$ cat src/rtl/qacc_pipe.sv
// Multi-lane fixed-point add/sub/accumulate pipeline with a single registered
// result stage; overflow is saturated or wrapped per lane.
module qacc_pipe #(
    parameter int unsigned N     = 8,
    parameter int unsigned Q     = 4,
    parameter int unsigned LANES = 4,
    parameter int unsigned SAT   = 1
) (
    input  logic                 clk,
    input  logic                 rst,
    input  logic                 in_valid,
    output logic                 in_ready,
    input  logic [1:0]           mode,
    input  logic                 last,
    input  logic [LANES*N-1:0]   a,
    input  logic [LANES*N-1:0]   b,
    output logic                 out_valid,
    input  logic                 out_ready,
    output logic [LANES*N-1:0]   c,
    output logic [LANES-1:0]     ovf
);

    localparam int unsigned W  = LANES * N;
    localparam int unsigned NW = N + 1;
    localparam logic [1:0] MODE_SUB = 2'b01;
    localparam logic [1:0] MODE_ACC = 2'b10;

    // Q only labels the fixed-point format; it must still leave room for the sign bit.
    if (Q >= N) begin : g_q_check
        $error("qacc_pipe: Q must be less than N");
    end

    typedef enum logic {
        IDLE  = 1'b0,
        ACCUM = 1'b1
    } state_t;

    state_t         state;
    state_t         state_nxt;
    logic           xfer_c;
    logic           emit_c;
    logic           acc_we_c;
    logic [W-1:0]   acc;
    logic [LANES-1:0] acc_ovf;
    logic [W-1:0]   res_c;
    logic [LANES-1:0] res_ovf_c;

    assign in_ready = !rst && (!out_valid || out_ready);
    assign xfer_c   = in_valid && in_ready;

    // State register
    always_ff @(posedge clk) begin
        if (rst) begin
            state <= IDLE;
        end else begin
            state <= state_nxt;
        end
    end

    // Next-state logic
    always_comb begin
        state_nxt = state;
        case (state)
            IDLE: begin
                if (xfer_c && (mode == MODE_ACC) && !last) begin
                    state_nxt = ACCUM;
                end
            end
            ACCUM: begin
                if (xfer_c && last) begin
                    state_nxt = IDLE;
                end
            end
            default: state_nxt = IDLE;
        endcase
    end

    // Beat decode: which transfers update the accumulator and which emit a result
    always_comb begin
        emit_c   = 1'b0;
        acc_we_c = 1'b0;
        case (state)
            IDLE: begin
                if (xfer_c) begin
                    if (mode == MODE_ACC) begin
                        acc_we_c = 1'b1;
                        emit_c   = last;
                    end else begin
                        emit_c   = 1'b1;
                    end
                end
            end
            ACCUM: begin
                if (xfer_c) begin
                    acc_we_c = 1'b1;
                    emit_c   = last;
                end
            end
            default: begin
                emit_c   = 1'b0;
                acc_we_c = 1'b0;
            end
        endcase
    end

    // Per-lane N+1-bit arithmetic, overflow detection and clamp/wrap
    for (genvar i = 0; i < LANES; i++) begin : g_lane
        logic [N-1:0]  a_l;
        logic [N-1:0]  b_l;
        logic [N-1:0]  acc_l;
        logic [NW-1:0] lhs;
        logic [NW-1:0] rhs;
        logic [NW-1:0] sum;
        logic          ov;
        logic [N-1:0]  res_l;

        assign a_l   = a[i*N +: N];
        assign b_l   = b[i*N +: N];
        assign acc_l = acc[i*N +: N];

        always_comb begin
            lhs = {a_l[N-1], a_l};
            rhs = {b_l[N-1], b_l};
            if (state == ACCUM) begin
                lhs = {acc_l[N-1], acc_l};
                rhs = {a_l[N-1], a_l};
            end else if (mode == MODE_ACC) begin
                rhs = '0;
            end else if (mode == MODE_SUB) begin
                rhs = NW'(0) - {b_l[N-1], b_l};
            end
        end

        assign sum = lhs + rhs;
        assign ov  = sum[N] ^ sum[N-1];

        always_comb begin
            res_l = sum[N-1:0];
            if (ov && (SAT != 0)) begin
                res_l = sum[N] ? {1'b1, {(N-1){1'b0}}} : {1'b0, {(N-1){1'b1}}};
            end
        end

        assign res_c[i*N +: N] = res_l;
        assign res_ovf_c[i]    = ov | ((state == ACCUM) & acc_ovf[i]);
    end

    // Accumulator and sticky overflow; a last beat ends the sequence and clears both
    always_ff @(posedge clk) begin
        if (rst) begin
            acc     <= '0;
            acc_ovf <= '0;
        end else if (acc_we_c) begin
            if (last) begin
                acc     <= '0;
                acc_ovf <= '0;
            end else begin
                acc     <= res_c;
                acc_ovf <= res_ovf_c;
            end
        end
    end

    // Single output register; a new result may load while the old one drains
    always_ff @(posedge clk) begin
        if (rst) begin
            c         <= '0;
            ovf       <= '0;
            out_valid <= 1'b0;
        end else if (emit_c) begin
            c         <= res_c;
            ovf       <= res_ovf_c;
            out_valid <= 1'b1;
        end else if (out_ready) begin
            out_valid <= 1'b0;
        end
    end

endmodule

$ cat config.mk
export PLATFORM = sky130hd
export DESIGN_NAME = qacc_pipe
export DESIGN_NICKNAME = d
export VERILOG_FILES = /design/src/rtl/qacc_pipe.sv
export SDC_FILE = /design/constraint.sdc
export NUM_CORES = 1
export LEC_CHECK = 0
export BUFFER_PORTS_ARGS = -buffer_cell sky130_fd_sc_hd__buf_2
export CORE_UTILIZATION = 53
export CTS_BUF_LIST = sky130_fd_sc_hd__clkbuf_4 sky130_fd_sc_hd__clkbuf_8 sky130_fd_sc_hd__clkbuf_16
export CTS_CLUSTER_SIZE = 12
export DETAILED_ROUTE_END_ITERATION = 7
export GPL_TIMING_DRIVEN = 0
export PLACE_DENSITY = 0.88
export SLEW_MARGIN = 20
export SYNTH_ARGS = -nofsm -noshare
export SYNTH_HDL_FRONTEND = slang
export SYNTH_SLANG_ARGS = --single-unit
$ cat constraint.sdc
create_clock -name clk -period 4 [get_ports clk]
set_clock_uncertainty 0.2 [all_clocks]
set_input_delay 0.2 -clock clk [delete_from_list [all_inputs] [get_ports clk]]
set_output_delay 0.2 -clock clk [all_outputs]
set_load 0.01 [all_outputs]
==> impl_results.md <==
- Status: complete, no violations
- Share of cells above drive strength 1: 20.9%
- DRC: 0
- Hold Path Class: in2reg
- First-pass GRT wire length: 38.1 mm
- DIE AREA: 0.0135 mm2
- Worst EP arrival: 3940 ps
- Initial core utilization: 54.7%
- Synth Instances: 950
- Total clock buffers created by CTS: 9
- WL/cell: 19.8 um
- Max Slew Vio Count: 0
- Via Count: 8368
- Crit Path Max Fanout: 19
- Clock sink count: 74
- Net count, final: 1189
- Syn_area_per_cell: 7.29 um2
- Fin Setup TNS: 0 ps
- ANT nets after route: 0
- Fin crit share: 98.3%
- Core region area: 0.0127 mm2
- CTS clock-pin slew for the worst setup and hold paths: 60 ps
- Die W: 116 um
- Number of distinct library cells after synthesis: 70
- Core Util, Final: 65.0%
- Total Routing Usage GR: 36.6%
- Min Tclk post-route: 3930 ps
- Yosys reg bits: 74
- Placer Congestion: 0.959
- F_max: 254 MHz
- Layout area overhead: 19.0%
- Worst setup margin: 69.0 ps
- CTS tree: built
- I/O pin cnt: 109
- Clock Tree Root: clkbuf_16
- Element type at the critical path end: register
- Final Non-Filler Cells: 1251
- GRT overflow: 0
- ANT cells: 0
- Seq/Total Area, Yosys: 21.4%
- Main synth FF type: dfxtp_1
- Initial antenna violation count: 0
- Fillers: 1183
- Largest net degree at the start of global routing: 20
- Number of enable flip-flop cells after synthesis: 0
- Leakage: 3.42 nW
- Placed cell count: 1228
- Core Rows: 41
- Drt first pass iters: 6
- Crit path launch type: register
- Data required time of the worst path: 4010 ps
- Rel. slew slack: 21.6%
- Crit path kind: reg2reg
- Skew-Pair Late Insertion Delay: 340 ps
- H-Tree Depth: 3
- Initial DRC count: 1082
- Total Routed Length: 24.8 mm
- Ys Warns: 0
- Peak supply drop: 342 uV
- Pre-CTS setup slack: -1310 ps
- Transition time of the tightest slew-check pin: 1180 ps
- Max Cap Viol: 0
- Buffers from clock root to sink, at most: 2
- Post-synth net total: 1065
- Detail Placement HPWL: 18.1 mm
- Async S/R FF share, synth: 0%
- Final setup viols: 0
- Post-Syn Area: 0.00693 mm2
- Fin. Hold Viols: 0
- I/O Buffers: 106
- Vias in the first global route: 7442
- Vias per Instance: 6.69
- Power Dens Cells: 357 mW/mm2
- Die Y: 116 um
[worst max-delay path, stage by stage, from the launching register on]
cell and delay [ps]:
dfxtp_4 400, buf_12 170, clkbuf_8 190, buf_8 180, mux2_2 350, ha_1 240
fa_2 390, a211oi_2 340, nor2_1 120, o221a_2 320, or3_4 380, buf_4 190
a31oi_4 200, o21ai_0 110
[Yosys cell counts (11+ instances only)]
cell        n  area (um2)
o21ai_0   101         505
and2_1     14        87.6
a31oi_1    24         150
mux2_2     21         236
a311oi_1   13         114
ha_1       40         500
a32oi_1    11        96.3
nand2_1   110         413
nand3_1    22         110
nor2_1     42         158
a21o_1     15         113
clkbuf_1   45         169
xor2_1     12         105
or3_1      16         100
nor3_1     25         125
a21oi_1   103         515
inv_1      33         124
o211ai_1   14         105
a211oi_1   22         165
dfxtp_1    74        1480
[placed cells by master (no fill, tap or decap), drive strengths merged, types with 14 or more instances in the layout]
master,count
nand2,110
a21o,15
ha,40
a21oi,106
inv,34
nor2,43
o211ai,14
or3,16
mux2,21
a31oi,24
nor3,25
and2,14
o21ai,107
nand3,22
a211oi,22
buf,137
clkbuf,52
dfxtp,74
[final timing paths]
path | startpoint | end | slack (ps) | cells past startpoint
worst min register to register | acc[21] | acc[21] | 250 | 2
worst max register to register | state | acc[12] | 70 | 13
worst min-delay path | out_ready | out_valid | 50 | 3
worst max-delay path | state | acc[12] | 70 | 13
[final cells by class]
class                      instances  area, um2  area share (%)
clock inverter                     6       66.3           0.805
timing repair buffer             115        601            7.29
clock buffer                      10        239            2.90
tap                              172        215            2.61
multi-input combinational        774       5160            62.6
buffer                            65        345            4.19
inverter                          35        131            1.59
sequential                        74       1490            18.0
[through the flow]
step	hold WS [ps]	total power, W	area [um2]
global placement	234	0.00198	7690
global route	67.8	0.00306	8240
finish	45.1	0.00294	8240
detailed placement	241	0.00200	7690
CTS	42.2	0.00286	8150
floorplan	158	0.00167	6940
[what timing repair did]
item                                   in CTS  in global routing
hold buffers                                1                  0
setup endpoints to repair                  72                 56
buffers inserted                            3                  5
endpoints found under the hold margin       1                  0
pin swaps                                   3                  6
gates resized for setup                    36                 37
[flip-flops by register name (all words and copies together), names as in the netlist]
name       cells
c             32
acc           32
state          1
ovf            4
out_valid      1
acc_ovf        4
[per-layer routing]
layer | share of wire [%] | up-vias | GRT usage (%)
met1 | 39 | 3896 | 44.8
met5 | 0 | - | 0
met4 | 5.2 | 0 | 19.7
met2 | 45 | 534 | 60.4
met3 | 11 | 112 | 7.52
li1 | - | 3826 | -
[report_power, final]
| part | internal [W] | switching (W) |
|---|---|---|
| Sequential | 0.000790 | 0.0000283 |
| Combinational | 0.000502 | 0.000787 |
| Clock | 0.000500 | 0.000333 |
[logic make-up (layout without fill, tap and decap cells)]
family	count (synthesis)	after routing	synth area share (%)
and+or+nand+nor	282	282	19.8
buffers and inverters	102	231	5.92
xor gates and xnor gates	23	23	3.31
adders and majority gates	51	51	9.48
muxes	29	29	4.57
DFF	74	74	21.4
AOI/OAI and AO/OA	389	389	35.5
No activity file was read; power rests on OpenSTA's default activity.
